==> src/rtl/alu_pipe_stage.sv <==
// alu_pipe_stage: two-stage valid/ready ALU pipe (operand regs -> ALU -> result regs).
// Define ALU_SHIFT_EN to build the SHL/SHR/SRA shifter; otherwise shift codes are illegal.
module alu_pipe_stage #(
  parameter int WIDTH = 32
) (
  input  logic             clk,
  input  logic             rst,
  input  logic             in_valid,
  output logic             in_ready,
  input  logic [WIDTH-1:0] in_a,
  input  logic [WIDTH-1:0] in_b,
  input  logic [5:0]       in_alufn,
  output logic             out_valid,
  input  logic             out_ready,
  output logic [WIDTH-1:0] out_result,
  output logic             out_z,
  output logic             out_v,
  output logic             out_n,
  output logic             out_illegal
);
  logic [WIDTH-1:0] r_a, r_b;
  logic [5:0]       r_fn;
  logic             r_s1_valid;
  logic             w_s2_free, w_adv, w_acc;
  logic [WIDTH-1:0] w_bx, w_sum, w_res;
  logic             w_z, w_v, w_n, w_cmp, w_arith, w_ill;
  assign w_s2_free = !out_valid || out_ready;
  assign w_adv     = r_s1_valid && w_s2_free;
  assign in_ready  = !r_s1_valid || w_s2_free;
  assign w_acc     = in_valid && in_ready;
  assign w_bx  = r_b ^ {WIDTH{r_fn[0]}};
  assign w_sum = r_a + w_bx + {{(WIDTH-1){1'b0}}, r_fn[0]};
  assign w_z   = (w_sum == '0);
  assign w_n   = w_sum[WIDTH-1];
  assign w_v   = (r_a[WIDTH-1] & w_bx[WIDTH-1] & ~w_sum[WIDTH-1]) |
                 (~r_a[WIDTH-1] & ~w_bx[WIDTH-1] & w_sum[WIDTH-1]);
  assign w_cmp = (r_fn[2:1] == 2'b01) ? w_z :
                 (r_fn[2:1] == 2'b10) ? (w_n ^ w_v) :
                 (r_fn[2:1] == 2'b11) ? (w_z | (w_n ^ w_v)) : 1'b0;
`ifdef ALU_SHIFT_EN
  localparam int SW = $clog2(WIDTH);
  logic [SW-1:0]    w_sh;
  logic [WIDTH-1:0] w_sra;
  assign w_sh  = r_b[SW-1:0];
  assign w_sra = $signed(r_a) >>> w_sh;
`endif
  always_comb begin
    w_res   = '0;
    w_arith = 1'b0;
    w_ill   = 1'b0;
    case (r_fn)
      6'b000000, 6'b000001: begin
        w_res   = w_sum;
        w_arith = 1'b1;
      end
      6'b110011, 6'b110101, 6'b110111: begin
        w_res   = {{(WIDTH-1){1'b0}}, w_cmp};
        w_arith = 1'b1;
      end
      6'b011000: w_res = r_a & r_b;
      6'b011110: w_res = r_a | r_b;
      6'b010110: w_res = r_a ^ r_b;
      6'b011010: w_res = r_a;
`ifdef ALU_SHIFT_EN
      6'b100000: w_res = r_a << w_sh;
      6'b100001: w_res = r_a >> w_sh;
      6'b100011: w_res = w_sra;
`endif
      default:   w_ill = 1'b1;
    endcase
  end
  always_ff @(posedge clk) begin
    if (rst) begin
      r_s1_valid <= 1'b0;
      r_a        <= '0;
      r_b        <= '0;
      r_fn       <= '0;
    end else if (w_acc) begin
      r_s1_valid <= 1'b1;
      r_a        <= in_a;
      r_b        <= in_b;
      r_fn       <= in_alufn;
    end else if (w_adv) begin
      r_s1_valid <= 1'b0;
    end
  end
  // Stage-2 data only changes on an advance, so a stalled result stays stable.
  always_ff @(posedge clk) begin
    if (rst) begin
      out_valid   <= 1'b0;
      out_result  <= '0;
      out_z       <= 1'b0;
      out_v       <= 1'b0;
      out_n       <= 1'b0;
      out_illegal <= 1'b0;
    end else if (w_adv) begin
      out_valid   <= 1'b1;
      out_result  <= w_res;
      out_z       <= w_arith & w_z;
      out_v       <= w_arith & w_v;
      out_n       <= w_arith & w_n;
      out_illegal <= w_ill;
    end else if (out_ready) begin
      out_valid   <= 1'b0;
    end
  end
endmodule

==> config.mk <==
export PLATFORM = sky130hd
export DESIGN_NAME = alu_pipe_stage
export DESIGN_NICKNAME = d
export VERILOG_FILES = /design/src/rtl/alu_pipe_stage.sv
export SDC_FILE = /design/constraint.sdc
export NUM_CORES = 1
export LEC_CHECK = 0
export BUFFER_PORTS_ARGS = -buffer_cell sky130_fd_sc_hd__buf_2
export CORE_AREA = 2 2 128 130
export CTS_BUF_LIST = sky130_fd_sc_hd__clkbuf_16
export DETAILED_ROUTE_END_ITERATION = 8
export DIE_AREA = 0 0 130 132
export HOLD_SLACK_MARGIN = 0.08
export PLACE_DENSITY = 0.82
export SKIP_CTS_REPAIR_TIMING = 1
export SYNTH_ARGS = -nofsm -noshare
export SYNTH_HDL_FRONTEND = slang
export SYNTH_SLANG_ARGS = --single-unit
==> constraint.sdc <==
create_clock -name clk -period 5.06 [get_ports clk]
set_clock_uncertainty 0.05 [all_clocks]
set_input_delay 0.253 -clock clk [delete_from_list [all_inputs] [get_ports clk]]
set_output_delay 0.253 -clock clk [all_outputs]
set_load 0.05 [all_outputs]
## Word-level counts from Yosys, hierarchy flattened

Index checks and enable logic that the tools add are counted.

| word-level totals | value |
|---|---|
| input bits | 74 |
| flip-flop bits (word level) | 108 |
| logic and storage cells | 64 |

| cells by class | value |
|---|---|
| equal/unequal tests | 11 |
| add/subtract/negate cells | 2 |
| reductions and logical operators | 14 |
| muxes and demuxes | 10 |
| bitwise gates (word level) | 17 |

Operator list:

| operator | count |
|---|---|
| $pmux W32 S6 | 1 |
| $xor A32 B32 Y32 | 2 |
| $add A32 B1 Y32 | 1 |
| $add A32 B32 Y32 | 1 |
| $and A32 B32 Y32 | 1 |
| $logic_not A32 Y1 | 1 |
| $or A32 B32 Y32 | 1 |
| $eq A6 B5 Y1 const B | 4 |
| $eq A6 B6 Y1 const B | 3 |
| $mux W1 | 9 |
| $reduce_or A9 Y1 | 1 |
| $and A1 B1 Y1 | 7 |
| $eq A6 B1 Y1 const B | 1 |
| $logic_not A6 Y1 | 1 |
| $reduce_or A5 Y1 | 1 |
| $eq A2 B2 Y1 const B | 2 |
| $reduce_bool A2 Y1 | 2 |
| $not A1 Y1 | 3 |
| $reduce_or A3 Y1 | 1 |
| $eq A2 B1 Y1 const B | 1 |
| $logic_and A1 B1 Y1 | 2 |
| $logic_not A1 Y1 | 2 |
| $logic_or A1 B1 Y1 | 2 |
| $or A1 B1 Y1 | 2 |
| other kinds (2) | 2 |

## Logic depth before layout (Yosys ltp)

Gate-level depths: netlist of run 1.

| depth | value |
|---|---|
| word-level depth | 12 |
| mapped depth | 24 |
| mapped depth without buffers | 21 |

## Worst setup path before layout of run 1

Ideal clock, no wire load.

| path | value |
|---|---|
| kind | register to register |
| start point | register r_fn[0] |
| end point | register out_result[0] |
| cell stages (with the launch flop) | 25 |
| path buffers | 3 |
| slack | 183 ps |
| data arrival time | 4758 ps |
| required time | 4941 ps |
| cell sequence | dfxtp_1 buf_2 buf_1 xor2_1 ha_1 buf_2 nand2_1 nor2_1 nand4_1 a21o_1 a21o_1 o21a_1 o21bai_1 a21oi_1 o21a_1 fa_1 nand2_1 nor3_1 o221ai_1 nor4_1 o2111ai_1 a2111oi_0 and4_1 nand4b_1 o21ai_1 |

| on the way | value |
|---|---|
| longest elaborated chain between the ends | 12 |

Ends and longest elaborated chain:

| item | line | RTL |
|---|---|---|
| from (decl) | 22 | `logic [5:0] r_fn;` |
| from (signal assigned) | 82 | `r_fn <= in_alufn;` |
| $xor A32 B32 Y32 | 31 | `assign w_bx = r_b ^ {WIDTH{r_fn[0]}};` |
| $add A32 B32 Y32 | 32 | `assign w_sum = r_a + w_bx + {{(WIDTH-1){1'b0}}, r_fn[0]};` |
| $add A32 B1 Y32 | 32 |  |
| $not A1 Y1 | 35 | `assign w_v = (r_a[WIDTH-1] & w_bx[WIDTH-1] & ~w_sum[WIDTH-1]) \|` |
| $and A1 B1 Y1 | 35 |  |
| $or A1 B1 Y1 | 35 |  |
| $xor A1 B1 Y1 | 38, 39 |  |
| $or A1 B1 Y1 | 39 | `(r_fn[2:1] == 2'b11) ? (w_z \| (w_n ^ w_v)) : 1'b0;` |
| $mux W1 | 39 |  |
| $mux W1 | 38 | `(r_fn[2:1] == 2'b10) ? (w_n ^ w_v) :` |
| $mux W1 | 37 | `assign w_cmp = (r_fn[2:1] == 2'b01) ? w_z :` |
| $pmux W32 S6 * | 51 | `case (r_fn)` |
| to (signal assigned) | 98 | `out_result <= w_res;` |
| to (decl) | 15 | `output logic [WIDTH-1:0] out_result,` |

Every way passes the cells marked *; elsewhere a longest branch is shown, timed or not.
A chain may end at the register's enable or synchronous reset.

## Worst setup path in the final report of run 1

Ends and elaborated chain as after synthesis.

==> results by group, run 1 <==
Yosys
  – Synth Instances: 1093
  – Average size of a mapped cell: 7.50 sq um
  – Syn Nets: 1268
  – Main synth FF type: dfxtp_1
  – Register area share after synthesis: 0.264
  – Distinct cells, synth: 73
  – Mapped Area: 0.00820 sq mm
  – Synth warn: 0
  – Number of synthesized register bits: 108
  – Ys async rst share: 0
  – Post-synth EDFFs: 0

Flow run
  – Maxcap violations: 0

Routing
  – Via count: 8014
  – Final ANT Viol Nets: 0
  – DR pass1 iterations: 5
  – Routed wire length: 22.1 mm
  – # DRC: 0
  – Iteration-0 DRC count of the detailed router: 586
  – Via/cell ratio: 5.75
  – Avg WL per Cell: 15.9 microns

Finish
  – Final Instance Area: 0.00929 sq mm
  – Seq. cell area: 0.00217 sq mm
  – Proportion of layout cells with a drive suffix above 1: 0.157
  – Multi-input gate area: 0.00550 sq mm
  – Most common cell after layout, fill and taps aside: nand2_1
  – Area grow syn2layout: 13.2%
  – Post-Route Utilization: 0.591
  – Final cell count without fillers: between 1000 and 1500
  – Antenna cells: 0
  – Filler Cell Count: 1431
  – Most frequent cells in the layout: 192 x nand2_1, 139 x a21oi_1, 110 x buf_2, 107 x dfxtp_1, 90 x ha_1
  – Nets@finish: 1348

Timing
  – Count of pins over their slew limit: 0
  – Fin crit period: between 4 and 5 ns
  – Worst slew margin: 0.465
  – Worst-margin pin slew: 0.801 ns
  – WHS: 0.0691 ns
  – Final hold vios: 0
  – Final period util: 0.933
  – Final setup viols: 0
  – Setup WS post-layout: ~0.34 ns
  – Max Fclk: 212 MHz

Floorplan
  – DIE AREA: 0.0172 sq mm
  – Starting Density: 0.522
  – Row count: between 40 and 50
  – Die H: 132 microns
  – Core area: roughly 0.016 sq mm
  – Die X: roughly 130 microns
  – I/O pin count: ~110

Power and ir drop
  – Pint: 1.46 mW
  – Comb pwr share: 0.292
  – Maximum VDD drop: 0.161 mV
  – Switch share: 0.343
  – LEAKAGE: 4.07 nW
  – Reg power frac: 0.425
  – Power per cell area: 240 mW/mm^2
  – P_sw: 764 uW
  – Clk pwr share: 0.282

Critical path
  – CP delay by family, top: compound AO/OA/AOI/OAI gates
  – Crit end category: flop
  – Crit path launch type: flop
  – Worst path arrival time: just under 5 ns
  – CP required: roughly 5.3 ns
  – Crit Path Class: reg2reg
  – Crit path cell chain: buf_8, xor2_1, ha_2, nand4_1, o22ai_2, nand4_1, a21o_1, a21o_1, o21a_1, o21bai_1, a21oi_1, o21a_1, fa_2, nand2_1, nor3_2, o221ai_2, nor4_2, o2111ai_2, a2111oi_2, and4_1, nand4b_1, o21ai_1
  – CP peak stage delay: 0.61 ns
  – Worst-path maximum fanout: 10
  – Critical-path top delay cell: fa_2
  – Buf/Inv on CP: 1

CTS
  – CTS tree: built
  – Skew-Pair Late Insertion Delay: 0.37 ns
  – CTS Sinks: 108
  – CTS Root Cell: clkbuf_16
  – CTS Buf Count: 9
  – CTS clk-pin slew, worst paths: 0.07 ns
  – Clock H-tree levels: 3
  – CTS Buffer Depth: 2

Global routing
  – Number of global-route vias before repair: 7424
  – Grt total ovfl: 0
  – Initial antenna violation count: 0
  – GRT Resource Usage Total: 0.259
  – Pin count of the biggest net entering global routing: 71
  – First-pass GRT wire length: between 30 and 40 mm

Place
  – Cell Area, Placed: 0.00887 sq mm
  – GPL Wtd Cong: roughly 0.95
  – HPWL Detailed: ~16 mm
  – Dpl ws: approximately 0.1 ns
  – Dpl cells: 1372
  – Port-buffer cells: about 110

Status
  – Outcome: complete, no violations

Hold path
  – Hold WC Path Type: in2reg
## layer usage
| layer | routed length, microns | global-route usage |
|---|---|---|
| met2 | 10100 | 0.410 |
| met3 | 1310 | 0.0386 |
| met1 | 10300 | 0.367 |
| met4 | 311 | 0.0663 |
| met5 | 0 | 0 |
## sequential cells by signal, indices dropped and copies added (netlist names)
register     cells
out_n            1
out_v            1
r_s1_valid       1
out_valid        1
r_b             32
r_fn             6
r_a             32
out_z            1
out_illegal      1
out_result      32
## layout make-up
| cell class | instances | share of cell area |
|---|---|---|
| multi-input combinational | 834 | 0.592 |
| sequential | 108 | 0.233 |
| timing repair buffer | 140 | 0.0865 |
| inverter | 80 | 0.0323 |
| tap | 216 | 0.0291 |
| clock buffer | 9 | 0.0243 |
| clock inverter | 6 | 0.00269 |
## tightest hold or removal path: cells and delay by family
family	cells	cell delay, ns
buffers and inverters	1	0.09
AO/OA/AOI/OAI	1	0.05
AND/OR/NAND/NOR	1	0.04
## Yosys cell counts, types with 3 or more instances
| master | instances | area (sq um) |
|---|---|---|
| a21o_1 | 8 | 60.1 |
| clkbuf_8 | 3 | 41.3 |
| or2_2 | 5 | 31.3 |
| inv_1 | 80 | 300 |
| o22ai_1 | 3 | 18.8 |
| xnor2_1 | 6 | 52.6 |
| o221ai_1 | 5 | 43.8 |
| ha_1 | 99 | 1240 |
| buf_6 | 4 | 45.0 |
| nor4_1 | 3 | 18.8 |
| o2111ai_1 | 5 | 43.8 |
| a22oi_1 | 43 | 323 |
| a21oi_1 | 139 | 696 |
| nor3_1 | 15 | 75.1 |
| a31oi_1 | 4 | 25.0 |
| o211ai_1 | 22 | 165 |
| a211oi_1 | 11 | 82.6 |
| nor2b_1 | 4 | 25.0 |
| nand2b_1 | 4 | 25.0 |
| a311oi_1 | 3 | 26.3 |
| xor2_1 | 42 | 368 |
| nand2_1 | 194 | 728 |
| nand4_1 | 9 | 56.3 |
| o21ai_1 | 3 | 15.0 |
| a221oi_1 | 7 | 61.3 |
| o21bai_1 | 5 | 37.5 |
| nor2_1 | 78 | 293 |
| o21a_1 | 8 | 60.1 |
| or3_1 | 6 | 37.5 |
| buf_2 | 7 | 35.0 |
| dfxtp_1 | 108 | 2160 |
| nand3_1 | 18 | 90.1 |
| a2111oi_0 | 3 | 26.3 |
| a22o_1 | 5 | 43.8 |
| clkbuf_1 | 49 | 184 |
| buf_1 | 5 | 18.8 |
| o21ai_0 | 25 | 125 |
## path summary, 6_finish.rpt
kind / endpoint / slack (ns) / start / cells after the start
setup / recovery: out_result[0] / 0.34 / r_fn[0] / 22
hold / removal: r_a[31] / 0.07 / in_a[31] / 3
setup reg to reg: out_result[0] / 0.34 / r_fn[0] / 22
hold reg to reg: out_result[30] / 0.41 / out_result[30] / 2
## power groups by stage
stage                     Sequential, mW  Clock [mW]  Combinational [mW]
after floorplan                    0.984           0               0.430
after global placement             0.962           0               0.611
after detailed placement           0.963           0               0.620
after CTS                          0.944       0.638               0.624
after global routing               0.953       0.665               0.720
final                              0.946       0.627               0.650
## stage by stage
stage / TNS (ns) / power (mW)
2_1_floorplan: 0 / 1.41
3_3_place_gp: 0 / 1.57
3_5_place_dp: 0 / 1.58
4_1_cts: 0 / 2.21
5_1_grt: -0.0179 / 2.34
6_report: 0 / 2.22
## cell families (layout without fill, tap and decap cells)
kind of cell,after synthesis,after routing,synth area share
compound gates,327,327,0.258
fa+ha+maj,101,101,0.156
mux,3,3,0.00519
flops,108,108,0.264
simple gates,355,355,0.187
xor+xnor,48,48,0.0513
buf+inv,151,235,0.0792
Power figures use the tool's default switching activity.
==> run 2: changes to the inputs <==
- BUFFER_PORTS_ARGS: -buffer_cell sky130_fd_sc_hd__buf_2 -> default
- CORE_AREA: 2 2 128 130 -> 2 2 121 123
- DIE_AREA: 0 0 130 132 -> 0 0 123 125
- DONT_BUFFER_PORTS: default -> 1
- PLACE_DENSITY: 0.82 -> 0.83
==> results by group, run 2 (synthesized netlist as in run 1, its figures left out) <==
Critical path
  – Worst-path maximum fanout: 8
  – Crit path launch type: flop
  – Crit Path Class: reg2reg
  – CP required: about 5.3 ns
  – Worst path arrival time: 4.99 ns
  – Crit end category: flop
  – R2R Setup Slk: 0.33 ns
  – Crit Reg-Reg Endpoint: out_z
  – Reg2Reg Depth: 22
  – Worst r2r src: r_fn[0]

CTS
  – CTS clk-pin slew, worst paths: roughly 0.080 ns
  – CTS tree: built
  – Skew-Pair Late Insertion Delay: 0.37 ns
  – CTS Root Cell: clkbuf_16
  – CTS Sinks: about 110
  – CTS Buffer Depth: 2
  – CTS Buf Count: 9
  – Clock H-tree levels: 3

Global routing
  – Grt total ovfl: 0
  – Number of global-route vias before repair: 7523
  – Pin count of the biggest net entering global routing: between 100 and 150
  – Initial antenna violation count: 0
  – First-pass GRT wire length: 37.1 mm
  – GRT Resource Usage Total: 0.297

Floorplan
  – Core area: 0.0142 sq mm
  – Starting Density: 0.578
  – I/O pin count: 112
  – DIE AREA: 0.0154 sq mm
  – Row count: 44
  – Die H: around 130 microns
  – Die X: 123 microns

Status
  – Outcome: complete, no violations

Routing
  – Via count: 8078
  – Avg WL per Cell: between 15 and 20 microns
  – Routed wire length: between 20 and 25 mm
  – Via/cell ratio: 6.07
  – DR pass1 iterations: 5
  – # DRC: 0
  – Iteration-0 DRC count of the detailed router: 618
  – Final ANT Viol Nets: 0

Finish
  – Multi-input gate area: between 0.005 and 0.006 sq mm
  – Final cell count without fillers: 1330
  – Area grow syn2layout: 14.7%
  – Nets@finish: 1316
  – Filler Cell Count: 1232
  – Most frequent cells in the layout: 193 x nand2_1, 139 x a21oi_1, 107 x dfxtp_1, 97 x ha_1, 80 x inv_1
  – Proportion of layout cells with a drive suffix above 1: 0.0654
  – Seq. cell area: 0.00217 sq mm
  – Largest regs: out_result (32), r_a (32), r_b (32)
  – Final Instance Area: ~0.0094 sq mm
  – Antenna cells: 0
  – Most common cell after layout, fill and taps aside: nand2_1

Power and ir drop
  – Switch share: 0.342
  – LEAKAGE: 3.94 nW
  – P_sw: 796 uW
  – Reg power frac: 0.425
  – Maximum VDD drop: 0.339 mV
  – Power per cell area: around 250 mW/mm^2
  – Comb pwr share: 0.268
  – Clk pwr share: 0.308
  – Pint: 1.53 mW

Hold path
  – Hold EP: out_valid
  – Hold WC Path Type: in2reg
  – Min-delay src: out_ready
  – Hold-critical path depth: 3

Flow run
  – Maxcap violations: 0

Timing
  – Final setup viols: 0
  – Worst-margin pin slew: about 1.0 ns
  – Final period util: 0.935
  – Final hold vios: 0
  – Count of pins over their slew limit: 0
  – Fin crit period: 4.73 ns
  – Max Fclk: 211 MHz
  – Worst slew margin: 0.299

Place
  – HPWL Detailed: 16.3 mm
  – GPL Wtd Cong: roughly 0.95
  – Dpl cells: 1239
  – Cell Area, Placed: 0.00834 sq mm
  – Port-buffer cells: 0
==> run 2: changes by cell type in the layout (fill, tap and decap cells not counted), sizes merged <==
| cell | before | now |
|---|---|---|
| buf | 137 | 36 |
| bufinv | 0 | 1 |
| clkbuf | 9 | 10 |
| clkinvlp | 0 | 2 |
| dlygate4sd3 | 3 | 71 |
| inv | 82 | 80 |
==> run 2: power groups by stage <==
stage | Clock (mW) | Combinational, mW | Sequential, mW
after floorplan | 0 | 0.430 | 0.984
after global placement | 0 | 0.534 | 1.00
after detailed placement | 0 | 0.546 | 1.01
after CTS | 0.721 | 0.551 | 0.987
after global routing | 0.753 | 0.692 | 0.994
final | 0.716 | 0.622 | 0.988
==> run 2: worst max-delay path by stage <==
stage | from | end | slack, ns | cells past startpoint
after floorplan | r_fn[0] | out_result[0] | 0.18 | 24
after global placement | r_fn[0] | out_z | 0.39 | 22
after detailed placement | r_fn[0] | out_result[0] | 0.19 | 21
after CTS | r_fn[0] | out_z | 0.14 | 21
after global routing | r_fn[0] | out_result[0] | -0.04 | 22
final | r_fn[0] | out_z | 0.33 | 22
==> run 2: worst max-delay path, cell delays in order (launching register included) <==
cell and delay [ns]:
dfxtp_4 0.41, clkbuf_4 0.22, xor2_1 0.18, ha_1 0.33
nand4_1 0.16, o22ai_2 0.16, nand4_1 0.14, a21o_1 0.22
a21o_1 0.18, o21a_1 0.22, o21bai_1 0.12, a21oi_1 0.08
o21a_1 0.20, fa_1 0.51, nand2_1 0.06, nor3_1 0.16
o221ai_1 0.13, nor4_1 0.19, o2111ai_1 0.15, a2111oi_1 0.25
and4_1 0.25, nand4b_1 0.15, o21ai_1 0.16
==> run 2: through the flow <==
stage | setup TNS (ns) | utilization | power [mW] | worst slack, ns | hold WS, ns
after floorplan | 0 | - | 1.41 | 0.183 | 0.320
after global placement | 0 | 0.587 | 1.54 | 0.389 | 0.277
after detailed placement | 0 | 0.587 | 1.55 | 0.189 | 0.275
after CTS | 0 | 0.608 | 2.26 | 0.136 | -0.113
after global routing | -0.0632 | 0.663 | 2.44 | -0.0357 | 0.103
final | 0 | 0.663 | 2.33 | 0.327 | 0.0768
==> run 2: layout make-up <==
cell class                      instances  area share
Clock buffer                            9      0.0239
Clock inverter                          7     0.00718
Inverter                               80      0.0319
Multi-Input combinational cell        834       0.575
Sequential cell                       108       0.230
Tap cell                              184      0.0245
Timing Repair Buffer                  108       0.107
==> run 2: routing by layer <==
metal,track usage,part of all wire
met2,0.476,0.47
met4,0.0889,0.020
met3,0.0602,0.081
met1,0.402,0.43
met5,0,0
==> run 3: changes to the inputs <==
- CORE_AREA: 2 2 121 123 -> 2 2 139 141
- DIE_AREA: 0 0 123 125 -> 0 0 141 143
- PLACE_DENSITY: 0.83 -> 0.67
==> results by group, run 3 (synthesized netlist as in run 1, its figures left out) <==
Timing
  – Worst slew margin: 0.401
  – Final setup viols: 0
  – Fin crit period: 4.67 ns
  – Final period util: 0.923
  – Max Fclk: 214 MHz
  – Count of pins over their slew limit: 0
  – Final hold vios: 0
  – Worst-margin pin slew: ~0.9 ns

Floorplan
  – I/O pin count: ~110
  – Starting Density: 0.441
  – Row count: 50
  – Die X: 141 microns
  – Core area: 0.0186 sq mm
  – Die H: 143 microns
  – DIE AREA: 0.0202 sq mm

Finish
  – Area grow syn2layout: 15.5%
  – Largest regs: out_result (32), r_a (32), r_b (32)
  – Most frequent cells in the layout: 193 x nand2_1, 138 x a21oi_1, 107 x dfxtp_1, 94 x ha_1, 84 x inv_1
  – Final cell count without fillers: between 1000 and 1500
  – Nets@finish: 1311
  – Filler Cell Count: ~1800
  – Antenna cells: 0
  – Most common cell after layout, fill and taps aside: nand2_1
  – Proportion of layout cells with a drive suffix above 1: 0.0666
  – Final Instance Area: 0.00947 sq mm

Critical path
  – CP delay by family, top: compound AO/OA/AOI/OAI gates
  – Reg2Reg Depth: 22
  – Crit Path Class: reg2reg
  – Crit end category: flop
  – CP peak stage delay: between 0.5 and 0.6 ns
  – Buf/Inv on CP: 1
  – CP required: 5.30 ns
  – Crit path cell chain: buf_4, xor2_1, ha_1, nand4_1, o22ai_2, nand4_1, a21o_1, a21o_1, o21a_1, o21bai_1, a21oi_1, o21a_1, fa_2, nand2_1, nor3_2, o221ai_2, nor4_2, o2111ai_1, a2111oi_2, and4_1, nand4b_1, o21ai_1
  – Crit path launch type: flop
  – Critical-path top delay cell: fa_2
  – Stages on worst setup path: 22
  – Worst path arrival time: around 5 ns
  – Worst-path maximum fanout: 6

Hold path
  – Hold-critical path depth: 3
  – Hold WC Path Type: in2reg

CTS
  – CTS Buffer Depth: 2
  – CTS clk-pin slew, worst paths: around 0.080 ns
  – Skew-Pair Late Insertion Delay: around 0.36 ns
  – CTS Buf Count: 9
  – Clock H-tree levels: 3
  – CTS Root Cell: clkbuf_16
  – CTS tree: built
  – CTS Sinks: 108

Routing
  – DR pass1 iterations: 5
  – Via/cell ratio: 5.70
  – Via count: 7838
  – Routed wire length: 23.8 mm
  – Iteration-0 DRC count of the detailed router: 581
  – Final ANT Viol Nets: 0
  – Avg WL per Cell: around 17 microns
  – # DRC: 0

Global routing
  – GRT Resource Usage Total: 0.233
  – Number of global-route vias before repair: 7267
  – First-pass GRT wire length: 37.9 mm
  – Initial antenna violation count: 0
  – Grt total ovfl: 0
  – Pin count of the biggest net entering global routing: about 110

Place
  – Cell Area, Placed: 0.00836 sq mm
  – Port-buffer cells: 0
  – Dpl cells: 1280
  – GPL Wtd Cong: 0.944
  – HPWL Detailed: 16.9 mm

Power and ir drop
  – Power per cell area: 239 mW/mm^2
  – LEAKAGE: 3.92 nW
  – Maximum VDD drop: approximately 0.15 mV

Status
  – Outcome: complete, no violations

Flow run
  – Maxcap violations: 0
==> run 3: cell types whose count changed in the layout (fill, tap and decap cells not counted), sizes merged <==
| cell | change |
|---|---|
| clkinv | -2 |
| clkinvlp | -2 |
| bufinv | -1 |
| clkbuf | -1 |
| buf | -4 |
| inv | +5 |
==> run 3: layer usage <==
layer  GRT usage  share of wire  up-vias
met5           0              0        -
met4      0.0595          0.015        0
met3      0.0540          0.054       19
met2       0.378           0.46      171
met1       0.314           0.47     3739
li1            -              -     3909
==> run 3: worst paths after layout <==
check,slack [ns],to,start
max,0.39,out_z,r_fn[0]
min,0.08,out_valid,out_ready
max reg2reg,0.39,out_z,r_fn[0]
min reg2reg,0.46,r_fn[1],r_fn[1]
==> run 3: cell type report <==
class	count	area (sq um)	area share
inverters	80	300	0.0317
multi-input cells	834	5470	0.577
well taps	234	293	0.0309
flip-flops and latches	108	2170	0.229
clock inverters	7	37.5	0.00396
clock buffers	9	225	0.0238
repair buffers	103	983	0.104
==> run 3: worst min-delay path, delay by kind of cell <==
family / cells / cell delay (ns)
AND/OR/NAND/NOR: 3 / 0.20
==> run 3: power by group <==
part           internal, mW  switching, mW
Combinational         0.257          0.368
Clock                 0.329          0.324
Sequential            0.892         0.0943
==> run 3: stage by stage <==
step,setup WS [ns],hold slack (ns),utilization,total power [mW],setup TNS (ns)
floorplan,0.183,0.320,-,1.41,0
global placement,0.210,0.277,0.450,1.54,0
detailed placement,-0.0438,0.281,0.450,1.55,-0.0767
CTS,-0.0509,-0.105,0.464,2.20,-0.0888
global route,-0.0119,0.0956,0.510,2.40,-0.0162
finish,0.387,0.0809,0.510,2.26,0
